## src/rtl/mem_load_unit_if.sv

```systemverilog
`default_nettype none
// ============================================================================
// mem_load_unit_if
// Request, response and memory-read bundle for the load unit.
// Revision: 1.0
// ============================================================================
interface mem_load_unit_if #(
    parameter int DATA_WIDTH = 32,
    parameter int ADDR_WIDTH = 32
);
    logic                  req_valid;
    logic                  req_ready;
    logic [ADDR_WIDTH-1:0] req_addr;
    logic [2:0]            LoadSrc;

    logic                  mem_rd_en;
    logic [ADDR_WIDTH-3:0] mem_word;
    logic [DATA_WIDTH-1:0] mem_rd_data;

    logic                  rsp_valid;
    logic [DATA_WIDTH-1:0] rsp_data;
    logic                  rsp_err;

    // Driven by the core and the memory model.
    modport master (
        output req_valid, req_addr, LoadSrc, mem_rd_data,
        input  req_ready, mem_rd_en, mem_word, rsp_valid, rsp_data, rsp_err
    );

    // Driven by the load unit.
    modport slave (
        input  req_valid, req_addr, LoadSrc, mem_rd_data,
        output req_ready, mem_rd_en, mem_word, rsp_valid, rsp_data, rsp_err
    );
endinterface
`default_nettype wire

```

## src/rtl/mem_load_unit.sv

```systemverilog
`default_nettype none
// ============================================================================
// mem_load_unit
// Load unit: word reads from a synchronous-read memory, lane select and
// sign/zero extension. Define MISALIGNED_EN to merge word-straddling loads
// from two reads; otherwise those loads return an error.
// Revision: 1.0
// ============================================================================
module mem_load_unit #(
    parameter int DATA_WIDTH = 32,
    parameter int ADDR_WIDTH = 32,
    parameter int MEM_SIZE   = 64
) (
    input wire             clk,
    input wire             reset,
    mem_load_unit_if.slave bus
);

    localparam logic [ADDR_WIDTH-3:0] c_mem_size = (ADDR_WIDTH-2)'(MEM_SIZE);

    typedef enum logic [2:0] {
        IDLE = 3'd0,
        RD0  = 3'd1,
        WT0  = 3'd2,
`ifdef MISALIGNED_EN
        RD1  = 3'd3,
        WT1  = 3'd4,
`endif
        RESP = 3'd5
    } state_t;

    state_t                r_state;
    state_t                w_next_state;
    logic                  w_rd_next;

    logic                  r_mem_rd_en;
    logic [ADDR_WIDTH-3:0] r_mem_word;
    logic                  r_rsp_valid;
    logic [DATA_WIDTH-1:0] r_rsp_data;
    logic                  r_rsp_err;

    logic [1:0]            r_offset;
    logic [2:0]            r_funct3;

    logic                  w_accept;
    logic                  w_legal;
    logic                  w_split;
    logic                  w_err_req;
    logic [ADDR_WIDTH-3:0] w_word0;

    logic [DATA_WIDTH-1:0]   w_hi;
    logic [DATA_WIDTH-1:0]   w_lo;
    logic [2*DATA_WIDTH-1:0] w_pair;
    logic [DATA_WIDTH-1:0]   w_shifted;
    logic                    w_sext;
    logic [DATA_WIDTH-1:0]   w_result;

    assign bus.req_ready = (r_state == IDLE);
    assign bus.mem_rd_en = r_mem_rd_en;
    assign bus.mem_word  = r_mem_word;
    assign bus.rsp_valid = r_rsp_valid;
    assign bus.rsp_data  = r_rsp_data;
    assign bus.rsp_err   = r_rsp_err;

    assign w_accept = bus.req_valid && (r_state == IDLE);
    assign w_word0  = bus.req_addr[ADDR_WIDTH-1:2] % c_mem_size;

    // Request decode: legality of the load type and whether it straddles words.
    always_comb begin
        w_legal = 1'b0;
        w_split = 1'b0;
        case (bus.LoadSrc)
            3'b000, 3'b100: w_legal = 1'b1;
            3'b001, 3'b101: begin
                w_legal = 1'b1;
                w_split = (bus.req_addr[1:0] == 2'b11);
            end
            3'b010: begin
                w_legal = 1'b1;
                w_split = (bus.req_addr[1:0] != 2'b00);
            end
            default: ;
        endcase
    end

`ifdef MISALIGNED_EN
    localparam logic [ADDR_WIDTH-3:0] c_last_word = (ADDR_WIDTH-2)'(MEM_SIZE - 1);

    logic                  r_split;
    logic [DATA_WIDTH-1:0] r_lo;
    logic [ADDR_WIDTH-3:0] w_word1;

    assign w_err_req = !w_legal;
    assign w_word1   = (r_mem_word == c_last_word) ? '0 : r_mem_word + 1'b1;
    assign w_hi      = (r_state == WT1) ? bus.mem_rd_data : '0;
    assign w_lo      = (r_state == WT1) ? r_lo : bus.mem_rd_data;

    always_ff @(posedge clk) begin
        if (w_accept) begin
            r_split <= w_split;
        end
        if (r_state == WT0) begin
            r_lo <= bus.mem_rd_data;
        end
    end
`else
    assign w_err_req = !w_legal || w_split;
    assign w_hi      = '0;
    assign w_lo      = bus.mem_rd_data;
`endif

    // Little-endian lane select over the {hi, lo} pair, then extension.
    assign w_pair    = {w_hi, w_lo};
    assign w_shifted = DATA_WIDTH'(w_pair >> {r_offset, 3'b000});
    assign w_sext    = ~r_funct3[2];

    always_comb begin
        case (r_funct3[1:0])
            2'b00:   w_result = {{(DATA_WIDTH-8){w_sext & w_shifted[7]}}, w_shifted[7:0]};
            2'b01:   w_result = {{(DATA_WIDTH-16){w_sext & w_shifted[15]}}, w_shifted[15:0]};
            default: w_result = w_shifted;
        endcase
    end

    always_comb begin
        w_next_state = r_state;
        w_rd_next    = 1'b0;
        case (r_state)
            IDLE: begin
                if (w_accept) begin
                    if (w_err_req) begin
                        w_next_state = RESP;
                    end else begin
                        w_next_state = RD0;
                        w_rd_next    = 1'b1;
                    end
                end
            end
            RD0: w_next_state = WT0;
            WT0: begin
`ifdef MISALIGNED_EN
                if (r_split) begin
                    w_next_state = RD1;
                    w_rd_next    = 1'b1;
                end else begin
                    w_next_state = RESP;
                end
`else
                w_next_state = RESP;
`endif
            end
`ifdef MISALIGNED_EN
            RD1: w_next_state = WT1;
            WT1: w_next_state = RESP;
`endif
            RESP:    w_next_state = IDLE;
            default: w_next_state = IDLE;
        endcase
    end

    always_ff @(posedge clk) begin
        if (w_accept) begin
            r_offset <= bus.req_addr[1:0];
            r_funct3 <= bus.LoadSrc;
        end
    end

    always_ff @(posedge clk) begin
        if (reset) begin
            r_state     <= IDLE;
            r_mem_rd_en <= 1'b0;
            r_mem_word  <= '0;
            r_rsp_valid <= 1'b0;
            r_rsp_data  <= '0;
            r_rsp_err   <= 1'b0;
        end else begin
            r_state     <= w_next_state;
            r_mem_rd_en <= w_rd_next;
            r_rsp_valid <= (w_next_state == RESP);
            if (w_accept) begin
                r_mem_word <= w_word0;
`ifdef MISALIGNED_EN
            end else if ((r_state == WT0) && r_split) begin
                r_mem_word <= w_word1;
`endif
            end
            // Only an error request jumps straight from IDLE to RESP.
            if (w_next_state == RESP) begin
                if (r_state == IDLE) begin
                    r_rsp_err  <= 1'b1;
                    r_rsp_data <= '0;
                end else begin
                    r_rsp_err  <= 1'b0;
                    r_rsp_data <= w_result;
                end
            end
        end
    end

endmodule
`default_nettype wire

```

## src/flat_wrapper.sv

```systemverilog
// flat-port wrapper written by rule: the top's interface ports become plain ports
module mem_load_unit_flat 
#(
    parameter int DATA_WIDTH = 32,
    parameter int ADDR_WIDTH = 32,
    parameter int MEM_SIZE   = 64
)
  (clk, reset, bus_req_valid, bus_req_addr, bus_LoadSrc, bus_mem_rd_data, bus_req_ready, bus_mem_rd_en, bus_mem_word, bus_rsp_valid, bus_rsp_data, bus_rsp_err);
  mem_load_unit_if #(.DATA_WIDTH(DATA_WIDTH), .ADDR_WIDTH(ADDR_WIDTH)) bus_i ();
  input wire clk;
  input wire reset;
  input wire logic [$bits(bus_i.req_valid)-1:0] bus_req_valid;
  input wire logic [$bits(bus_i.req_addr)-1:0] bus_req_addr;
  input wire logic [$bits(bus_i.LoadSrc)-1:0] bus_LoadSrc;
  input wire logic [$bits(bus_i.mem_rd_data)-1:0] bus_mem_rd_data;
  output wire logic [$bits(bus_i.req_ready)-1:0] bus_req_ready;
  output wire logic [$bits(bus_i.mem_rd_en)-1:0] bus_mem_rd_en;
  output wire logic [$bits(bus_i.mem_word)-1:0] bus_mem_word;
  output wire logic [$bits(bus_i.rsp_valid)-1:0] bus_rsp_valid;
  output wire logic [$bits(bus_i.rsp_data)-1:0] bus_rsp_data;
  output wire logic [$bits(bus_i.rsp_err)-1:0] bus_rsp_err;
  assign bus_i.req_valid = bus_req_valid;
  assign bus_i.req_addr = bus_req_addr;
  assign bus_i.LoadSrc = bus_LoadSrc;
  assign bus_i.mem_rd_data = bus_mem_rd_data;
  assign bus_req_ready = bus_i.req_ready;
  assign bus_mem_rd_en = bus_i.mem_rd_en;
  assign bus_mem_word = bus_i.mem_word;
  assign bus_rsp_valid = bus_i.rsp_valid;
  assign bus_rsp_data = bus_i.rsp_data;
  assign bus_rsp_err = bus_i.rsp_err;
  mem_load_unit #(.DATA_WIDTH(DATA_WIDTH), .ADDR_WIDTH(ADDR_WIDTH), .MEM_SIZE(MEM_SIZE)) u_core (.clk(clk), .reset(reset), .bus(bus_i));
endmodule
```

## config.mk

```make
export PLATFORM = sky130hd
export DESIGN_NAME = mem_load_unit_flat
export DESIGN_NICKNAME = d
export VERILOG_FILES = /design/src/rtl/mem_load_unit_if.sv /design/src/rtl/mem_load_unit.sv /design/src/flat_wrapper.sv
export SDC_FILE = /design/constraint.sdc
export NUM_CORES = 1
export LEC_CHECK = 0
export ABC_AREA = 1
export CAP_MARGIN = 0
export CORE_MARGIN = 1
export CORE_UTILIZATION = 38
export CTS_CLUSTER_SIZE = 24
export DETAILED_ROUTE_END_ITERATION = 8
export GPL_TIMING_DRIVEN = 1
export PLACE_DENSITY = 0.78
export SLEW_MARGIN = 20
export SYNTH_ARGS = -nofsm -noshare
export SYNTH_HDL_FRONTEND = slang
export SYNTH_SLANG_ARGS = --single-unit
export TNS_END_PERCENT = 10
```

## constraint.sdc

```tcl
create_clock -name clk -period 1.3 [get_ports clk]
set_input_delay 0.13 -clock clk [delete_from_list [all_inputs] [get_ports clk]]
set_output_delay 0.13 -clock clk [all_outputs]
set_load 0.01 [all_outputs]
```

# Word-level counts from Yosys, hierarchy flattened
# Cells that the tools add are included.
[op_classes] n_eq_ne=9 shift=1 n_mux=9 bitwise=5 n_reduce_logical=10
[op_table] cell="$pmux 32 s2" n=1
[op_table] cell="$mux 32" n=1
[op_table] cell="$shr 32x5->32" n=1
[op_table] cell="$eq 3x3->1 const B" n=3
[op_table] cell="$pmux 3 s3" n=1
[op_table] cell="$eq 3x1->1 const B" n=2
[op_table] cell="$eq 3x2->1 const B" n=2
[op_table] cell="$logic_not 3->1" n=2
[op_table] cell="$mux 3" n=2
[op_table] cell="$reduce_or 5->1" n=1
[op_table] cell="$mux 1" n=3
[op_table] cell="$not 1->1" n=3
[op_table] cell="$reduce_or 3->1" n=1
[op_table] cell="$and 1x1->1" n=2
[op_table] cell="$eq 2x1->1 const B" n=1
[op_table] cell="$eq 2x2->1 const B" n=1
[op_table] cell="$logic_not 2->1" n=1
[op_table] cell="$pmux 1 s2" n=1
[op_table] cell="$reduce_bool 2->1" n=1
[op_table] cell="$reduce_or 2->1" n=1
[op_table] cell="$logic_and 1x1->1" n=1
[op_table] cell="$logic_not 1->1" n=1
[op_table] cell="$logic_or 1x1->1" n=1
[word_totals] register_bits=49 input_bits=70 out_inout_bits=66 word_cells=42

# Logic depth before layout (Yosys ltp)
# Gate-level depths: netlist of run 1.
[depth] ltp_word=9 ltp_mapped=10

# Least setup slack after synthesis of run 1
# OpenSTA, ideal clock, no wires.
[synth_timing] path_kind="register to register" start="reg u_core.r_state[1]" end="reg u_core.r_rsp_data[14] (netlist: u_core.bus.rsp_data[14])" arrival_time_ns=1.333 required_ns=1.232 slack_ns=-0.101 stages_incl_launch_ff=10 path_buffers=2 cell_sequence="dfxtp_1 -> nor2_4 -> nand2_4 -> nor2_8 -> nand3_4 -> nand2_2 -> buf_6 -> buf_12 -> nand2_2 -> a21oi_2"
[synth_via] elab_chain_len=5 elab_cells_between_ends=8 cone_classes="eq/ne (3); mux (3); reduce/logical (2)"
[synth_rtl] item="start: declaration" line="mem_load_unit.sv:32" source="state_t r_state;"
[synth_rtl] item="start signal: assignment" line="mem_load_unit.sv:177" source="r_state <= w_next_state;"
[synth_rtl] item="$logic_not 3->1" line="mem_load_unit.sv:65" source="assign w_accept = bus.req_valid && (r_state == IDLE);"
[synth_rtl] item="$logic_and 1x1->1" line="mem_load_unit.sv:65"
[synth_rtl] item="via u_core.w_accept" line="mem_load_unit.sv:45" source="logic w_accept;"
[synth_rtl] item="$mux 3" line="mem_load_unit.sv:130" source="if (w_accept) begin"
[synth_rtl] item="$pmux 3 s3" line="mem_load_unit.sv:128" source="case (r_state)"
[synth_rtl] item="$eq 3x3->1" line="mem_load_unit.sv:188" source="if (w_next_state == RESP) begin"
[synth_rtl] item="end signal: assignment" line="mem_load_unit.sv:194" source="r_rsp_data <= w_result;"
[synth_rtl] item="end: declaration" line="mem_load_unit.sv:39" source="logic [DATA_WIDTH-1:0] r_rsp_data;"
# The timed path passes the listed nets, and every way through them passes these cells.
# A chain may end at the register's enable or synchronous reset.

# Worst setup path in the final report of run 1
[layout_timing] start="reg u_core.r_offset[0]" end="reg u_core.r_rsp_data[14] (netlist: u_core.bus.rsp_data[14])"
[layout_via] elab_chain_len=4
[layout_rtl] item="start: declaration" line="mem_load_unit.sv:42" source="logic [1:0] r_offset;"
[layout_rtl] item="start signal: assignment" line="mem_load_unit.sv:163" source="r_offset <= bus.req_addr[1:0];"
[layout_rtl] item="$shr 32x5->32 *" line="mem_load_unit.sv:114" source="assign w_shifted = DATA_WIDTH'(w_pair >> {r_offset, 3'b000});"
[layout_rtl] item="$and 1x1->1" line="mem_load_unit.sv:119" source="2'b00: w_result = {{(DATA_WIDTH-8){w_sext & w_shifted[7]}}, w_shifted[7:0]};"
[layout_rtl] item="$pmux 32 s2 *" line="mem_load_unit.sv:118" source="case (r_funct3[1:0])"
[layout_rtl] item="$mux 32 *" line="mem_load_unit.sv:189" source="if (r_state == IDLE) begin"
# Every way passes the cells marked *; elsewhere a longest branch is shown, timed or not.

==> qor.yml, run 1 <==
p_sw_uw: 1520
core_um2: 7330
combPwrFrac_pct: 37.2
antenna_found_initial: 0
yosys_warnings: 0
clock_latency_ps: 310
cp.depth: 8
syn_avg_cell_area_um2: 6.84
drtIter0Drc: 368
final_core_util_pct: 57.7
status: "finished, violations left"
slew_violations: 0
die_x_um: 89.7
synth.distinct_cells: 28
sequentialPowerShare_pct: 41.5
grt_pass1_wl_um: 13200
static-leakage-power_uw: 0.00200
worst_r2r_path_depth: 8
p_int_uw: 2800
yosysTopAreaCell: "dfxtp_1"
drive_above_1_share_pct: 19.3
clockBufferDepth: 2
hold_viol_final: 0
max_stage_delay_ps: 500
cts_tree: "yes"
ys_ff_latch: 49
worstPathRequired_ps: 1550
ant_nets: 0
hold-worst-slack_ps: 370
worst_path_max_delay_cell: "edfxtp_1"
reg2reg_from: "u_core.r_offset[0]"
setup_ws_ps: -167
reg2reg_slack_ps: -170
postCtsHoldBufs: 0
r2r_end: "u_core.bus.rsp_data[14]"
portBuffers: 87
worstSetupPathType: "flop to flop"
synthTopCellsByArea: "dfxtp_1 30%, nand2_1 20%, a21oi_1 7.7%"
final_cell_mix: "146 x nand2_1, 45 x clkdlybuf4s50_1, 42 x dlygate4sd2_1, 42 x dfxtp_1, 37 x a21oi_1"
vdd_drop_max_mv: 0.590
wire_per_inst_um: 13.2
vias_per_cell: 5.01
period_share_pct: 113
mappedNetlistArea_um2: 2920
violations: "negative setup slack"
dp.final_hpwl_um: 6180
cts_root_buf: "clkbuf_8"
wl_um: 8410
whs_endpoint: "u_core.bus.mem_word[5]"
hold_depth: 3
synth.top_cell.area_share_pct: 30.2
cts_made_buffers: 5
crit_path_frequent_cell: "nand2_1"
hp-start: "bus_req_addr[7]"
nets: 609
htree_levels: 2
grt_max_degree: 26
gp_congestion: 0.954
die_y_um: 89.7
yosysSeqAreaShare_pct: 35.3
period_minus_slack_ps: 1470
fill_cells: 657
p_per_area_nw_per_um2: 1020
drt_pass1_iterations: 5
timing.max_cap.violations: 0
finalSetupViolCount: 33
drc: 0
hp-class: "input port to flop"
dp.cells: 626
post-place-ws_ps: -312
overflow: 0
syn_inst: 427
p_sw_share_pct: 35.3
start_util_pct: 39.8
rsz0062_at_grt: "yes"
fmax_ghz: 0.682
clkTransAtPathRegs_ps: 90
crit_fanout: 8
grt_pass1_vias: 2890
clock-sinks: 49
via_count: 3203
rows: 31
cp-end-kind: "flop"
area_growth_pct: 44.9
path_delay_family: "flip-flops"
pwr-share-clk_pct: 21.3
io_pins: 136
critPathLaunchType: "flop"
grt_usage_pct: 21.7
path_cells: "inv_4, nand2_1, nand3_2, nand3_4, buf_12, nand2_1, nand2_1, a21oi_2"
skew_ps: 4.42
crit_buf_inv: 2
die_area_um2: 8040
antennaDiodeCount: 0
fin_cells: 639
final_common_cell: "nand2_1"
cp_data_arrival_time_ps: 1710
[cell type report]
type / instances / area, µm² / area share, %
Multi-Input combinational cell: 328 / 1660 / 39.3
Timing Repair Buffer: 130 / 1230 / 29.0
Sequential cell: 49 / 1030 / 24.4
Tap cell: 99 / 124 / 2.93
Inverter: 25 / 96.3 / 2.28
Clock buffer: 6 / 72.6 / 1.71
Clock inverter: 2 / 13.8 / 0.325
[how the worst max path moves through the flow]
stage / from / slack (ps) / endpoint
after global placement: bus_req_addr[1] / -280 / u_core.bus.rsp_data[5]
after global routing: u_core.r_offset[0] / -300 / u_core.bus.rsp_data[11]
after detailed placement: bus_req_addr[1] / -310 / u_core.bus.rsp_data[5]
after floorplan: u_core.r_state[1] / -100 / u_core.bus.rsp_data[14]
final: u_core.r_offset[0] / -170 / u_core.bus.rsp_data[14]
after CTS: u_core.r_offset[0] / -150 / u_core.bus.rsp_data[5]
[flip-flops by register name (all words and copies together), names as in the netlist]
name	flops
u_core.r_offset	2
u_core.r_state	3
u_core.bus.mem_word	6
u_core.bus.rsp_data	32
u_core.bus.mem_rd_en	1
u_core.bus.rsp_valid	1
u_core.r_funct3	3
u_core.bus.rsp_err	1
[cells in the mapped netlist, drive strengths merged]
library cell  count
buf              40
a21oi            53
edfxtp            5
dfxtp            44
o21ai            12
clkinv            2
conb              1
a21boi           12
nor2             23
inv              23
nor4              1
o211ai            5
nand3            35
nand2           162
clkbuf            9
[timing repair]
item,in CTS,in global routing
endpoints found under the hold margin,0,0
cloned,1,1
endpoints found under the setup margin,74,34
buffers inserted,2,1
gates resized for setup,58,16
pin swaps,5,2
[metal layers]
| metal | vias up | part of all wire (%) | track usage [%] | wire [µm] |
|---|---|---|---|---|
| met2 | 169 | 47 | 37.3 | 3980 |
| met3 | 33 | 8.0 | 3.93 | 676 |
| met4 | 0 | 3.9 | 10.1 | 329 |
| met1 | 1448 | 41 | 26.5 | 3420 |
| met5 | - | 0 | 0 | 0 |
| li1 | 1553 | - | - | - |
[metrics by stage]
step / power [µW] / TNS (ps) / area, µm²
after global placement: 3390 / -6190 / 4040
after CTS: 4280 / -3040 / 4150
final: 4320 / -3500 / 4230
after floorplan: 2730 / -1800 / 3020
after detailed placement: 3420 / -7330 / 4040
after global routing: 4570 / -6930 / 4230
[worst reg2reg max path, delay by kind of cell (launching register included)]
kind                   cells  cell delay (ps)
buffers and inverters      2              350
flip-flops                 1              500
AND/OR/NAND/NOR            5              440
AO/OA/AOI/OAI              1              120
[power by group through the flow]
stage          registers [µW]  clock network [µW]  logic [µW]
6_report                 1790                 920        1610
5_1_grt                  1810                 989        1770
4_1_cts                  1790                 944        1540
3_5_place_dp             1830                   0        1590
3_3_place_gp             1820                   0        1570
2_1_floorplan            1870                   0         853
[cells by family after synthesis]
kind of cell | count (synthesis) | share of synthesized area (%)
buffers and inverters | 74 | 14.7
AOI/OAI and AO/OA | 82 | 16.5
and+or+nand+nor | 221 | 33.4
DFF | 49 | 35.3
other | 1 | 0.128
No activity file was read; power rests on OpenSTA's default activity.
==> inputs of run 2 (changes only) <==
--- a/config.mk
+++ b/config.mk
@@ -6,6 +6,7 @@
 export NUM_CORES = 1
 export LEC_CHECK = 0
 export ABC_AREA = 1
+export ABC_CLOCK_PERIOD_IN_PS = 1300
 export CAP_MARGIN = 0
 export CORE_MARGIN = 1
 export CORE_UTILIZATION = 38
==> results of run 2 <==
The final DEF is identical to that of run 1; final timing and power are the same.
